File: config.mk
export PLATFORM = sky130hd
export DESIGN_NAME = register_file_2r1w
export DESIGN_NICKNAME = d
export VERILOG_FILES = /design/src/rtl/register_file_2r1w.sv
export SDC_FILE = /design/constraint.sdc
export NUM_CORES = 2
export LEC_CHECK = 0
export CAP_MARGIN = 30
export CORE_MARGIN = 4
export CORE_UTILIZATION = 35
export CTS_BUF_LIST = sky130_fd_sc_hd__clkbuf_8
export CTS_CLUSTER_SIZE = 8
export DETAILED_ROUTE_END_ITERATION = 12
export MAX_ROUTING_LAYER = met4
export PLACE_DENSITY = 0.56
export SETUP_SLACK_MARGIN = 0.2
export SYNTH_ARGS = -nofsm -noshare
export SYNTH_HDL_FRONTEND = slang
export SYNTH_HIERARCHICAL = 1
export SYNTH_SLANG_ARGS = --single-unit
File: constraint.sdc
create_clock -name clk -period 6.56 [get_ports clk]
set_clock_uncertainty 0.1 [all_clocks]
set_input_delay 1.312 -clock clk [delete_from_list [all_inputs] [get_ports clk]]
set_output_delay 1.312 -clock clk [all_outputs]
set_load 0.005 [all_outputs]
File: src/rtl/register_file_2r1w.sv
// register_file_2r1w
//   2**ADDR_W x DATA_W register file with two registered read ports and one
//   write port. Register 0 is hardwired to zero and writes to it are dropped.
//
//   Ports
//     clk       : single clock, rising edge
//     rst       : synchronous active-high reset. Clears every register, both
//                 read outputs and rd_valid. Takes priority over we and re.
//     we/wa/wd  : write enable, address and data
//     re        : read request, shared by both read ports
//     ra1/ra2   : read addresses
//     rd1/rd2   : read data, registered. Holds its value while re=0.
//     rd_valid  : one cycle after a request. Stays high for back-to-back reads.
//
//   Configuration macro: REGFILE_BYPASS_EN
//     defined   : write-first. A same-cycle write and read of the same nonzero
//                 address returns wd.
//     undefined : read-first. Such a read returns the old stored value.
//                 The new value appears on the next read.
//   Bypass never applies to address 0. Each port decides it on its own.

// Output register for one read port.
module register_file_2r1w_rdport #(
  parameter int DATA_W = 32
) (
  input  logic              clk,
  input  logic              rst,
  input  logic              re,
  input  logic [DATA_W-1:0] din,
  output logic [DATA_W-1:0] dout
);
  always_ff @(posedge clk) begin
    if (rst)     dout <= '0;
    else if (re) dout <= din;
  end
endmodule

module register_file_2r1w #(
  parameter int DATA_W = 32,
  parameter int ADDR_W = 5
) (
  input  logic              clk,
  input  logic              rst,
  input  logic              we,
  input  logic [ADDR_W-1:0] wa,
  input  logic [DATA_W-1:0] wd,
  input  logic              re,
  input  logic [ADDR_W-1:0] ra1,
  input  logic [ADDR_W-1:0] ra2,
  output logic [DATA_W-1:0] rd1,
  output logic [DATA_W-1:0] rd2,
  output logic              rd_valid
);
  localparam int NREG   = 1 << ADDR_W;
  localparam int NPORT  = 2;
  localparam int STAGES = 1;

  logic [NREG-1:0][DATA_W-1:0]   mem;
  logic [NPORT-1:0][ADDR_W-1:0]  ra_v;
  logic [NPORT-1:0][DATA_W-1:0]  rsel;
  logic [NPORT-1:0][DATA_W-1:0]  rq;
  logic [STAGES:1]               vld_pipe;
  logic                          wen;

  assign ra_v = {ra2, ra1};
  // Writes to register 0 are filtered out here.
  // This also keeps the bypass path from ever matching address 0.
  assign wen  = we && (wa != '0);

  // Entry 0 is only ever cleared, never written.
  always_ff @(posedge clk) begin
    if (rst)      mem     <= '0;
    else if (wen) mem[wa] <= wd;
  end

  for (genvar p = 0; p < NPORT; p++) begin : g_port
    logic [DATA_W-1:0] stored;
    // Address 0 is forced to zero explicitly. It does not depend on mem[0]
    // having been reset.
    assign stored = (ra_v[p] == '0) ? '0 : mem[ra_v[p]];
`ifdef REGFILE_BYPASS_EN
    assign rsel[p] = (wen && (wa == ra_v[p])) ? wd : stored;
`else
    assign rsel[p] = stored;
`endif
    register_file_2r1w_rdport #(.DATA_W(DATA_W)) u_rd (
      .clk  (clk),
      .rst  (rst),
      .re   (re),
      .din  (rsel[p]),
      .dout (rq[p])
    );
  end

  // rd_valid tracks re with read latency, cleared on reset.
  always_ff @(posedge clk) begin
    if (rst) vld_pipe[1] <= 1'b0;
    else     vld_pipe[1] <= re;
  end

  assign rd1      = rq[0];
  assign rd2      = rq[1];
  assign rd_valid = vld_pipe[STAGES];
endmodule
==> results.cfg <==
[final_layout]
nets = 6048
area_growth_pct = 12.50
drive_gt1_share_pct = 15.56
n_fill_cell = 15082

[place]
portBuffers = 115
place.gp.congestion = 0.8990
dp_hpwl_um = 139600

[clocking]
ctsRootBufferMaster = clkbuf_8
clkLatencyLatePin_ps = 960
post_cts_buffers = 0
clkTransAtPathRegs_ps = 60
cts.sinks = 1089
ctsResizeCount = 0
cts_tree = done
h-tree-depth = 4
hold_buffers = 0
cts_made_buffers = 192
clockBufferDepth = 3

[floorplan]
dieArea_um2 = 160400
die_x_um = 400.6
start_util_pct = 35.34
design.core.area_um2 = 152600
die_y_um = 400.6
num_rows = 143
io_pins = 116

[synth]
post-synth-top-area-cell = dfxtp_1
synth_async_sr_flop_share_pct = 0
muxShareOfSynthArea_pct = 23.28
ys.flop_type = dfxtp_1
netlist_top_cells_area = dfxtp_1 40%, mux4_2 16%, nand2_1 14%
synth_top_family_by_area = multiplexers
ys_top_cells_by_count = 2021 x nand2_1, 1089 x dfxtp_1, 1026 x a21oi_1, 437 x clkbuf_1, 384 x mux4_2
synth.distinct_cells = 47
synth_seq_area_share_pct = 40.42
synthSimpleGateAreaFrac_pct = 16.90
synth_edf_count = 0
synth_cells = 6144
syn_nets = 6195
synth_fa_ha_area_share_pct = 0
synth.avg_cell_area_um2 = 8.779
synth_compound_area_share_pct = 14.09
synth.most_common_cell = nand2_1
synth-seq-cells = 1089
synth_xor_area_share_pct = 0
synth_warnings = 6
synth_area_um2 = 53940
synth_top_area_share_pct = 40.42

[routing]
first_iter_violations = 7454
routed_via_density = 6.019
routed_wl_um = 234600
wire_per_inst_um = 28.64
firstDrtPassIters = 9
final_antenna_net_count = 0
vias = 49305
drc = 0

[sta]
worstMarginPinSlew_ps = 1074
fin_crit_ps = 4201
finalCritPeriodShare_pct = 64.03
hold_viol = 0
timing.hold.ws_ps = 364.6
fin_setup_tns_ps = 0
fmax_mhz = 238.1
grt_setup_unrepaired = false
finalMaxSlewViolations = 0
setup-violations-final = 0
slew-limit-headroom_pct = 28.24

[worst_setup_path]
criticalPathCategory = in -> reg
cp_data_arrival_time_ps = 4890
cp_data_required_time_ps = 7250
path_max_fanout = 21
end_kind = register
crit_path_start_kind = input port

[power_and_ir_drop]
power_density_nw_per_um2 = 239.0
p_leak_nw = 20.31
ir_drop_mv = 0.1669

[global_route]
antenna_found_initial = 21
grt_pass1_wl_um = 336200
grt_max_degree = 181
grt-ovfl-total = 0
globalRouteTotalUtil_pct = 28.97
grt_pass1_vias = 46308

[status]
status = completed

[min_path]
hold_class = reg -> reg

[run]
maxCapViolCount = 0
## cell families after synthesis
kind of cell | count (synthesis)
simple gates | 2298
compound gates | 1346
flops | 1089
mux | 771
buf+inv | 640
## placed cells by master, fill, tap and decap left out, types with 71 or more instances in the layout
cell,netlist,routed
dfxtp_1,1089,1089
a22oi_1,85,85
buf_4,25,157
o22ai_1,71,71
nand2_1,2021,1989
clkbuf_8,0,251
a21oi_1,1026,1026
mux2i_1,359,359
clkdlybuf4s50_1,0,104
nor2b_1,78,74
mux4_2,384,384
## path summary, 6_finish.rpt
path	startpoint	end	slack (ps)	depth (start not counted)
min reg2reg	mem[916]	mem[916]	360	2
min	mem[916]	mem[916]	360	2
max	ra1[3]	g_port[0].u_rd/dout[25]	2360	7
max reg2reg	mem[967]	g_port[0].u_rd/dout[7]	3980	6
## metrics by stage
step / area [µm²] / util, % / cells / setup slack [ps] / power [mW]
floorplan: 53940 / - / 6144 / 3235 / 7.622
global placement: 56570 / 37.07 / 7821 / 1321 / 8.131
detailed placement: 56730 / 37.17 / 7832 / 1683 / 8.145
CTS: 60630 / 39.72 / 8173 / 2700 / 14.51
global route: 60670 / 39.76 / 8190 / 2404 / 14.87
finish: 60680 / 39.76 / 8191 / 2359 / 14.50
## where the power goes
| group | total (mW) | switching, mW | internal (mW) |
|---|---|---|---|
| sequential | 6.74 | 0.0621 | 6.68 |
| clock | 6.47 | 3.05 | 3.42 |
| combinational | 1.30 | 0.892 | 0.404 |
## area by class of cell
| type | instances | area, µm² | area share [%] |
|---|---|---|---|
| diodes | 17 | 42.54 | 0.07011 |
| clock buffers | 251 | 3455 | 5.693 |
| clock inverters | 90 | 445.4 | 0.7341 |
| inverters | 2 | 7.507 | 0.01237 |
| multi-input cells | 4415 | 29580 | 48.75 |
| flip-flops and latches | 1089 | 21800 | 35.93 |
| well taps | 2030 | 2540 | 4.186 |
| repair buffers | 297 | 2808 | 4.627 |
## per-layer routing
metal,track usage [%],wire (µm),vias to the layer above
met5,-,0,-
met4,13.48,11070,0
met3,6.118,27390,597
met2,42.04,102400,3268
met1,38.65,93720,24232
li1,-,-,21208
## registers in the layout, summed over array words and instances (netlist names)
name and cells:
g_port.u_rd/dout 64, rd_valid 1, mem 1024
## critical path, stage by stage
cell             delay (ps)
clkdlybuf4s50_1         970
or3_2                   910
o22ai_1                 400
a2111oi_0               950
nor3_1                  110
mux2i_1                 170
nor2_1                   50
Power figures use the tool's default switching activity.
